===== config.mk =====
export PLATFORM = sky130hd
export DESIGN_NAME = mbist_march_ctrl
export DESIGN_NICKNAME = d
export VERILOG_FILES = /design/src/rtl/mbist_pkg.sv /design/src/rtl/mbist_cmp.sv /design/src/rtl/mbist_march_ctrl.sv
export SDC_FILE = /design/constraint.sdc
export NUM_CORES = 1
export LEC_CHECK = 0
export ABC_AREA = 0
export CELL_PAD_IN_SITES_DETAIL_PLACEMENT = 0
export CELL_PAD_IN_SITES_GLOBAL_PLACEMENT = 1
export CORE_ASPECT_RATIO = 1.1
export CORE_UTILIZATION = 30
export CTS_BUF_LIST = sky130_fd_sc_hd__clkbuf_16
export CTS_CLUSTER_SIZE = 25
export DETAILED_ROUTE_END_ITERATION = 10
export GPL_ROUTABILITY_DRIVEN = 0
export PLACE_DENSITY_LB_ADDON = 0.2
export SYNTH_ARGS = -nofsm -noshare
export SYNTH_HDL_FRONTEND = slang
export SYNTH_HIERARCHICAL = 1
export SYNTH_SLANG_ARGS = --single-unit

===== constraint.sdc =====
create_clock -name clk -period 4.8 [get_ports clk]
set_clock_uncertainty 0.1 [all_clocks]
set_input_delay 0.96 -clock clk [delete_from_list [all_inputs] [get_ports clk]]
set_output_delay 0.96 -clock clk [all_outputs]
set_load 0.05 [all_outputs]

===== src/rtl/mbist_pkg.sv =====
// rtl/mbist_pkg.sv - March C- sequencing constants shared by the MBIST controller and comparator
package mbist_pkg;

    typedef enum logic [1:0] {
        ST_IDLE  = 2'd0,
        ST_RUN   = 2'd1,
        ST_DRAIN = 2'd2,
        ST_DONE  = 2'd3
    } state_e;

    localparam int               NUM_ELEMS    = 6;
    localparam int               ELEM_W       = 3;
    localparam logic [ELEM_W-1:0] LAST_ELEM   = ELEM_W'(NUM_ELEMS - 1);
    localparam int               DRAIN_CYCLES = 2;

    // E0 and E5 are single-op elements; E1..E4 are read-then-write
    function automatic logic elem_two_ops(input logic [ELEM_W-1:0] elem);
        return (elem != 3'd0) && (elem != LAST_ELEM);
    endfunction

    function automatic logic elem_down(input logic [ELEM_W-1:0] elem);
        return (elem == 3'd3) || (elem == 3'd4);
    endfunction

    function automatic logic op_is_write(input logic [ELEM_W-1:0] elem, input logic op);
        return (elem == 3'd0) || op;
    endfunction

    // Reads of E2/E4 expect ones; the write of a two-op element inverts its read background
    function automatic logic op_background(input logic [ELEM_W-1:0] elem, input logic op);
        logic read_bg;
        read_bg = (elem == 3'd2) || (elem == 3'd4);
        if (elem == 3'd0) begin
            return 1'b0;
        end
        return op ? ~read_bg : read_bg;
    endfunction

endpackage


===== src/rtl/mbist_cmp.sv =====
// rtl/mbist_cmp.sv - two-stage read-compare pipeline with first-fail capture and saturating count
module mbist_cmp
    import mbist_pkg::*;
#(
    parameter int DATA_WIDTH = 8,
    parameter int ADDR_WIDTH = 4
) (
    input  logic                  clk,
    input  logic                  rst,
    input  logic                  clear_i,
    input  logic                  rd_valid_i,
    input  logic                  rd_exp_i,
    input  logic [ADDR_WIDTH-1:0] rd_addr_i,
    input  logic [ELEM_W-1:0]     rd_elem_i,
    input  logic [DATA_WIDTH-1:0] rdata_i,
    output logic                  fail_o,
    output logic [ADDR_WIDTH-1:0] fail_addr_o,
    output logic [ELEM_W-1:0]     fail_elem_o,
    output logic [7:0]            fail_count_o
);

    logic                  s1_valid_q, s2_valid_q;
    logic                  s1_exp_q, s2_exp_q;
    logic [ADDR_WIDTH-1:0] s1_addr_q, s2_addr_q;
    logic [ELEM_W-1:0]     s1_elem_q, s2_elem_q;

    logic                  fail_q, fail_d;
    logic [ADDR_WIDTH-1:0] fail_addr_q, fail_addr_d;
    logic [ELEM_W-1:0]     fail_elem_q, fail_elem_d;
    logic [7:0]            fail_count_q, fail_count_d;
    logic                  mismatch;

    assign mismatch = s2_valid_q && (rdata_i != {DATA_WIDTH{s2_exp_q}});

    always_comb begin
        fail_d       = fail_q;
        fail_addr_d  = fail_addr_q;
        fail_elem_d  = fail_elem_q;
        fail_count_d = fail_count_q;
        if (clear_i) begin
            fail_d       = 1'b0;
            fail_addr_d  = '0;
            fail_elem_d  = '0;
            fail_count_d = '0;
        end else if (mismatch) begin
            fail_d = 1'b1;
            if (!fail_q) begin
                fail_addr_d = s2_addr_q;
                fail_elem_d = s2_elem_q;
            end
            if (fail_count_q != 8'hFF) begin
                fail_count_d = fail_count_q + 8'd1;
            end
        end
    end

    always_ff @(posedge clk or posedge rst) begin
        if (rst) begin
            s1_valid_q   <= 1'b0;
            s1_exp_q     <= 1'b0;
            s1_addr_q    <= '0;
            s1_elem_q    <= '0;
            s2_valid_q   <= 1'b0;
            s2_exp_q     <= 1'b0;
            s2_addr_q    <= '0;
            s2_elem_q    <= '0;
            fail_q       <= 1'b0;
            fail_addr_q  <= '0;
            fail_elem_q  <= '0;
            fail_count_q <= '0;
        end else begin
            s1_valid_q   <= rd_valid_i;
            s1_exp_q     <= rd_exp_i;
            s1_addr_q    <= rd_addr_i;
            s1_elem_q    <= rd_elem_i;
            s2_valid_q   <= s1_valid_q;
            s2_exp_q     <= s1_exp_q;
            s2_addr_q    <= s1_addr_q;
            s2_elem_q    <= s1_elem_q;
            fail_q       <= fail_d;
            fail_addr_q  <= fail_addr_d;
            fail_elem_q  <= fail_elem_d;
            fail_count_q <= fail_count_d;
        end
    end

    assign fail_o       = fail_q;
    assign fail_addr_o  = fail_addr_q;
    assign fail_elem_o  = fail_elem_q;
    assign fail_count_o = fail_count_q;

endmodule


===== src/rtl/mbist_march_ctrl.sv =====
// rtl/mbist_march_ctrl.sv - March C- MBIST sequencer issuing one memory op per cycle
module mbist_march_ctrl
    import mbist_pkg::*;
#(
    parameter int DATA_WIDTH = 8,
    parameter int ADDR_WIDTH = 4,
    parameter int CAPACITY   = 15
) (
    input  logic                  clk,
    input  logic                  rst,
    input  logic                  start,
    output logic                  write_read,
    output logic [ADDR_WIDTH-1:0] address,
    output logic [DATA_WIDTH-1:0] wdata,
    input  logic [DATA_WIDTH-1:0] rdata,
    output logic                  busy,
    output logic                  done,
    output logic                  fail,
    output logic [ADDR_WIDTH-1:0] fail_addr,
    output logic [ELEM_W-1:0]     fail_elem,
    output logic [7:0]            fail_count
);

    localparam logic [ADDR_WIDTH-1:0] LAST_ADDR = ADDR_WIDTH'(CAPACITY);
    localparam logic [ADDR_WIDTH-1:0] ADDR_ONE  = ADDR_WIDTH'(1);

    state_e                state_q, state_d;
    logic [ELEM_W-1:0]     elem_q, elem_d;
    logic                  op_q, op_d;
    logic [ADDR_WIDTH-1:0] addr_q, addr_d;
    logic                  drain_q, drain_d;

    logic start_ok, elem_end, op_last, run_last, rd_valid;

    assign start_ok = start && ((state_q == ST_IDLE) || (state_q == ST_DONE));
    assign elem_end = elem_down(elem_q) ? (addr_q == '0) : (addr_q == LAST_ADDR);
    assign op_last  = !elem_two_ops(elem_q) || op_q;
    assign run_last = (elem_q == LAST_ELEM) && elem_end && op_last;

    always_ff @(posedge clk or posedge rst) begin
        if (rst) begin
            state_q <= ST_IDLE;
            elem_q  <= '0;
            op_q    <= 1'b0;
            addr_q  <= '0;
            drain_q <= 1'b0;
        end else begin
            state_q <= state_d;
            elem_q  <= elem_d;
            op_q    <= op_d;
            addr_q  <= addr_d;
            drain_q <= drain_d;
        end
    end

    always_comb begin
        state_d = state_q;
        elem_d  = elem_q;
        op_d    = op_q;
        addr_d  = addr_q;
        drain_d = drain_q;
        case (state_q)
            ST_IDLE, ST_DONE: begin
                if (start_ok) begin
                    state_d = ST_RUN;
                    elem_d  = '0;
                    op_d    = 1'b0;
                    addr_d  = '0;
                end
            end
            ST_RUN: begin
                if (!op_last) begin
                    op_d = 1'b1;
                end else begin
                    op_d = 1'b0;
                    if (run_last) begin
                        state_d = ST_DRAIN;
                        drain_d = 1'b0;
                        elem_d  = '0;
                        addr_d  = '0;
                    end else if (elem_end) begin
                        elem_d = elem_q + 3'd1;
                        addr_d = elem_down(elem_q + 3'd1) ? LAST_ADDR : '0;
                    end else begin
                        addr_d = elem_down(elem_q) ? (addr_q - ADDR_ONE) : (addr_q + ADDR_ONE);
                    end
                end
            end
            ST_DRAIN: begin
                // hold off DONE until the last read has left the compare pipeline
                if (drain_q == 1'(DRAIN_CYCLES - 1)) begin
                    state_d = ST_DONE;
                end else begin
                    drain_d = 1'b1;
                end
            end
            default: state_d = ST_IDLE;
        endcase
    end

    always_comb begin
        busy       = (state_q == ST_RUN) || (state_q == ST_DRAIN);
        done       = (state_q == ST_DONE);
        write_read = (state_q == ST_RUN) && op_is_write(elem_q, op_q);
        address    = (state_q == ST_RUN) ? addr_q : '0;
        // memory registers write data, so present the next op's background one cycle early
        wdata      = (state_d == ST_RUN) ? {DATA_WIDTH{op_background(elem_d, op_d)}} : '0;
        rd_valid   = (state_q == ST_RUN) && !op_is_write(elem_q, op_q);
    end

    mbist_cmp #(
        .DATA_WIDTH (DATA_WIDTH),
        .ADDR_WIDTH (ADDR_WIDTH)
    ) u_cmp (
        .clk          (clk),
        .rst          (rst),
        .clear_i      (start_ok),
        .rd_valid_i   (rd_valid),
        .rd_exp_i     (op_background(elem_q, op_q)),
        .rd_addr_i    (addr_q),
        .rd_elem_i    (elem_q),
        .rdata_i      (rdata),
        .fail_o       (fail),
        .fail_addr_o  (fail_addr),
        .fail_elem_o  (fail_elem),
        .fail_count_o (fail_count)
    );

endmodule


======== Word level (Yosys, flattened, before mapping) ========
Index checks and enable logic that the tools add are counted.
W data, S select, Z words.
cells by class
  add/subtract/negate cells ............... 4
  equal/unequal tests ..................... 20
  muxes and demuxes ....................... 45
  bitwise logic cells ..................... 2
  reductions and logical operators ........ 31
operators by type and width
  kind                   count
  $mux W4                10
  $mux W8                4
  $mux W3                7
  $mux W1                15
  $eq A3 B2 Y1 const B   4
  $eq A3 B3 Y1 const B   4
  $add A8 B1 Y8 const B  1
  $logic_or A1 B1 Y1     8
  $mux W2                4
  $ne A2 B2 Y1 const B   4
  $ne A8 B8 Y1           1
  $ne A8 B8 Y1 const B   1
  $pmux W4 S2            1
  $reduce_bool A2 Y1     4
  $logic_and A1 B1 Y1    7
  $logic_not A3 Y1       2
  $pmux W2 S3            1
  $pmux W3 S2            1
  $reduce_and A3 Y1      2
  $add A4 B1 Y4 const B  1
  $eq A2 B1 Y1 const B   2
  $eq A2 B2 Y1 const B   2
  $eq A4 B4 Y1 const B   1
  $logic_not A4 Y1       1
  other kinds (10)       14
storage, ports and cells
  register bits ........................... 45
  bits of input ports ..................... 11
  word-level logic and storage cells ...... 119

======== Logic depth before layout (Yosys ltp) ========
  depth in word-level cells ............... 14
  gate-level depth with buffers ........... 10
  gate-level depth less buffers ........... 10

======== Cells and area by module ========
The synthesis kept the hierarchy.
by module, submodules not included
  module            times used  cells an instance  area each (µm²)  sequential area each (µm²)
  mbist_cmp         1           110                1362.6           850.8
  mbist_march_ctrl  1           129                1091.0           275.3

======== Least setup slack after synthesis ========
OpenSTA, ideal clock, no wires.
  path type ............................... register -> output
  from .................................... register state_q[0]
  to ...................................... output port wdata[1]
  data arrival time ....................... 3.445 ns
  path slack .............................. 0.295 ns
  stages on the path, launching flop included .. 11
  cells stage by stage .................... dfrtp_1 -> inv_1 -> ha_1 -> clkbuf_1 -> nor2b_1 -> or2_2 -> o21ai_0 -> o311ai_1 -> or4_1 -> o21ai_1 -> buf_4
on the way
  cells in the longest elaborated chain, start to end .. 11
  elaborated cells between the ends (all ways) .. 26
  classes of those cells .................. eq/ne: 6; mux: 13; bitwise: 1; reduce/logical: 6
ends and longest elaborated chain
  what                                                     line                                            source
  from (decl)                                              mbist_march_ctrl.sv:27                          state_e state_q, state_d;
  from (signal assigned)                                   mbist_march_ctrl.sv:48                          state_q <= state_d;
  $eq A2 B2 Y1 / $logic_not A2 Y1 (equally long branches)  mbist_march_ctrl.sv:35, mbist_march_ctrl.sv:62
  $logic_or A1 B1 Y1                                       mbist_march_ctrl.sv:35                          assign start_ok = start && ((state_q == ST_IDLE) || (state_q == ST_DONE));
  $logic_and A1 B1 Y1                                      mbist_march_ctrl.sv:35
  $mux W3                                                  mbist_march_ctrl.sv:64                          if (start_ok) begin
  $pmux W3 S2 (*)                                          mbist_march_ctrl.sv:62                          case (state_q)
  named net elem_d[0]                                      mbist_march_ctrl.sv:28                          logic [ELEM_W-1:0] elem_q, elem_d;
  $eq A3 B2 Y1 / $eq A3 B3 Y1 (equally long branches)      mbist_pkg.sv:32                                 read_bg = (elem == 3'd2) || (elem == 3'd4);
  $logic_or A1 B1 Y1                                       mbist_pkg.sv:32
  $not A1 Y1                                               mbist_pkg.sv:36                                 return op ? ~read_bg : read_bg;
  $mux W1                                                  mbist_pkg.sv:36
  $mux W1 (*)                                              mbist_pkg.sv:36
  $mux W8 (*)                                              mbist_march_ctrl.sv:107                         wdata = (state_d == ST_RUN) ? {DATA_WIDTH{op_background(elem_d, op_d)}} : '0;
  to (decl)                                                mbist_march_ctrl.sv:14                          output logic [DATA_WIDTH-1:0] wdata,
Mark *: on every way through the listed nets, which the timed path passes. The rest lies on a longest branch.

======== Worst setup path in the final report ========
  from .................................... input port start
  to ...................................... output port wdata[1]
on the way
  cells in the longest elaborated chain, start to end .. 9
  elaborated cells between the ends (all ways) .. 17
  classes of those cells .................. eq/ne: 3; mux: 10; bitwise: 1; reduce/logical: 3
ends and longest elaborated chain
  what                                                 line                     source
  from (decl)                                          mbist_march_ctrl.sv:11   input logic start,
  $logic_and A1 B1 Y1 (*)                              mbist_march_ctrl.sv:35
  $mux W3 (*)                                          mbist_march_ctrl.sv:64
  $pmux W3 S2 (*)                                      mbist_march_ctrl.sv:62
  named net elem_d[0]                                  mbist_march_ctrl.sv:28
  $eq A3 B2 Y1 / $eq A3 B3 Y1 (equally long branches)  mbist_pkg.sv:32
  $logic_or A1 B1 Y1                                   mbist_pkg.sv:32
  $not A1 Y1                                           mbist_pkg.sv:36
  $mux W1                                              mbist_pkg.sv:36
  $mux W1 (*)                                          mbist_pkg.sv:36
  $mux W8 (*)                                          mbist_march_ctrl.sv:107
Marks and branches as above.

==> impl_metrics.json <==
{
  "ys_types": 53,
  "slew_headroom_pct": 46.9,
  "syn_inst": 239,
  "hpwlAfterDp_mm": 3.61,
  "first_pass_iters": 4,
  "wl_per_cell_microns": 13.1,
  "clk_pin_slew_ns": 0.06,
  "cts-root-buf": "clkbuf_16",
  "portBuffers": 41,
  "timing.rr.end": "addr_q[3]",
  "grt-ovfl-total": 0,
  "clk_latency_ns": 0.28,
  "hold_depth": 0,
  "clock_path_buffers": 2,
  "final_max_slew_viol_count": 0,
  "drc": 0,
  "hold_violations": 0,
  "finalSetupViolCount": 0,
  "crit_arrival_ns": 3.32,
  "synth-edff-count": 0,
  "antenna_cells": 0,
  "cts_tree": "built",
  "rrSetupSlack_ns": 2.28,
  "max_cap_violations": 0,
  "dieArea_sq_um": 8540,
  "drive_gt1_share_pct": 12.0,
  "fin_nets": 296,
  "ys_async_sr_fraction_pct": 100,
  "area_growth_pct": 29.6,
  "synth_seq_cells": 45,
  "worstHoldStart": "u_cmp/s1_valid_q",
  "grt_util_met2_pct": 21.5,
  "io_pins": 42,
  "cts_buffers": 5,
  "hold_end": "u_cmp/s2_valid_q",
  "grtUsageMet1_pct": 17.5,
  "die_w_microns": 88.2,
  "crit_path_start": "start",
  "grt_max_degree": 35,
  "rsz0062_at_grt": "no",
  "coreArea_sq_um": 7910,
  "outcome": "finished, final reports clean",
  "critical_path_required_ns": 3.74,
  "fin_crit_ns": 4.38,
  "final_cell_mix": "dfrtp_1, clkdlybuf4s50_1, nand2_1, inv_1",
  "synth_area_sq_um": 2450,
  "num_rows": 34,
  "tightest_slew_ns": 0.791,
  "grt_pass1_wl_mm": 9.00,
  "start_util_pct": 31.0,
  "drtAntennaViolNets": 0,
  "cts_hold_buf": 0,
  "synthFlopType": "dfrtp_1",
  "grt-busiest-layer": "met2",
  "endpoint_kind": "output port",
  "antenna_found_initial": 0,
  "worstSetupStartpointType": "input port",
  "worst-path-max-fanout": 8,
  "syn-num-nets": 261,
  "grtUsageMet3_pct": 2.90,
  "syn_area_per_cell_sq_um": 10.3,
  "yosysWarningCount": 6,
  "reg2reg_depth": 10,
  "r2r_start": "elem_q[0]",
  "fin_tns_setup_ns": 0,
  "wl_mm": 5.02,
  "post_cts_buffers": 0,
  "vias": 1856,
  "path_class": "in2out",
  "nFillCells": 830,
  "grtUsageTotal_pct": 13.3,
  "cts.sinks": 45,
  "fmax_mhz": 228,
  "timing.final.crit_share_pct": 91.4,
  "min_path_type": "reg2reg",
  "die_height_microns": 96.9,
  "drt_iter0_drc": 72,
  "grt_pass1_vias": 1871,
  "vias_per_cell": 4.85,
  "yosysSeqAreaShare_pct": 45.9,
  "h-tree-depth": 2,
  "final_common_cell": "dfrtp_1",
  "cts_resized": 0
}
## critical path: stages
cell,delay (ns)
clkdlybuf4s50_1,0.52
nor2b_1,0.10
or2_2,0.31
o21ai_0,0.17
o311ai_1,0.16
or4_1,0.52
o21ai_1,0.14
buf_4,0.27
buf_12,0.17
## synthesized netlist by cell type (all sizes together) (2+ instances only)
master | instances | area share, %
dfrtp | 45 | 46
nand2 | 30 | 4.6
inv | 12 | 1.8
a21oi | 10 | 2.0
buf | 10 | 3.0
ha | 10 | 5.1
mux2i | 10 | 5.1
o21ai | 10 | 2.0
or4 | 10 | 3.5
nor2 | 9 | 1.4
and2 | 7 | 1.8
nor2b | 7 | 1.8
clkbuf | 6 | 0.92
o31ai | 6 | 1.8
nand4 | 5 | 1.3
nand3 | 4 | 1.0
nor3 | 4 | 1.0
nor4 | 4 | 2.1
a21o | 3 | 0.92
mux2 | 3 | 1.8
nand2b | 3 | 0.76
xnor2 | 3 | 1.1
a31oi | 2 | 0.51
o211ai | 2 | 0.61
o21a | 2 | 0.61
o221ai | 2 | 0.71
o22ai | 2 | 0.51
o311ai | 2 | 0.71
or3 | 2 | 0.51
## worst max path at each step
stage	slack [ns]	end	cells past startpoint
floorplan	0.29	wdata[1]	10
global placement	0.44	wdata[7]	9
detailed placement	0.44	wdata[1]	9
CTS	0.40	wdata[1]	9
global route	0.26	wdata[0]	9
finish	0.42	wdata[1]	9
## area by class of cell
type,count,area [sq um],area share (%)
Multi-Input combinational cell,165,1180,37.2
Sequential cell,45,1130,35.4
Timing Repair Buffer,44,513,16.1
Tap cell,108,135,4.25
Clock buffer,5,125,3.93
Clock inverter,3,50.0,1.57
Inverter,13,48.8,1.53
## kinds of logic (layout without fill, tap and decap cells)
kind of cell,Yosys count,count (layout),synth area share [%]
AND/OR/NAND/NOR,89,89,21.0
AO/OA/AOI/OAI,48,48,13.0
flip-flops,45,45,45.9
buffers and inverters,29,65,5.91
multiplexers,13,13,6.94
adder cells (fa/ha/maj),11,11,5.92
XOR/XNOR,4,4,1.43
## through the flow
stage / cells / instance area (sq um) / worst slack [ns] / utilization, % / hold slack, ns
floorplan: 239 / 2450 / 0.295 / - / 0.231
global placement: 375 / 3010 / 0.444 / 38.0 / 0.232
detailed placement: 375 / 3010 / 0.435 / 38.0 / 0.236
CTS: 383 / 3180 / 0.399 / 40.2 / 0.246
global route: 383 / 3180 / 0.264 / 40.2 / 0.251
finish: 383 / 3180 / 0.415 / 40.2 / 0.248
## metal layers
metal,vias to the layer above,routed length [microns]
met5,-,0
met4,0,82
met3,8,163
met2,30,2480
met1,901,2290
li1,917,-
## flip-flops by register name, indices dropped and copies added, names as in the netlist
register,count
state_q,2
u_cmp/s1_elem_q,3
u_cmp/s2_elem_q,3
u_cmp/fail_elem_o,3
u_cmp/s1_valid_q,1
op_q,1
u_cmp/fail_o,1
u_cmp/fail_addr_o,4
u_cmp/s2_exp_q,1
u_cmp/fail_count_o,8
drain_q,1
addr_q,4
u_cmp/s1_exp_q,1
u_cmp/s2_addr_q,4
u_cmp/s2_valid_q,1
u_cmp/s1_addr_q,4
elem_q,3
Power is not shown: default switching activity piles up to over one toggle a cycle in this logic, so the estimate is an artifact.
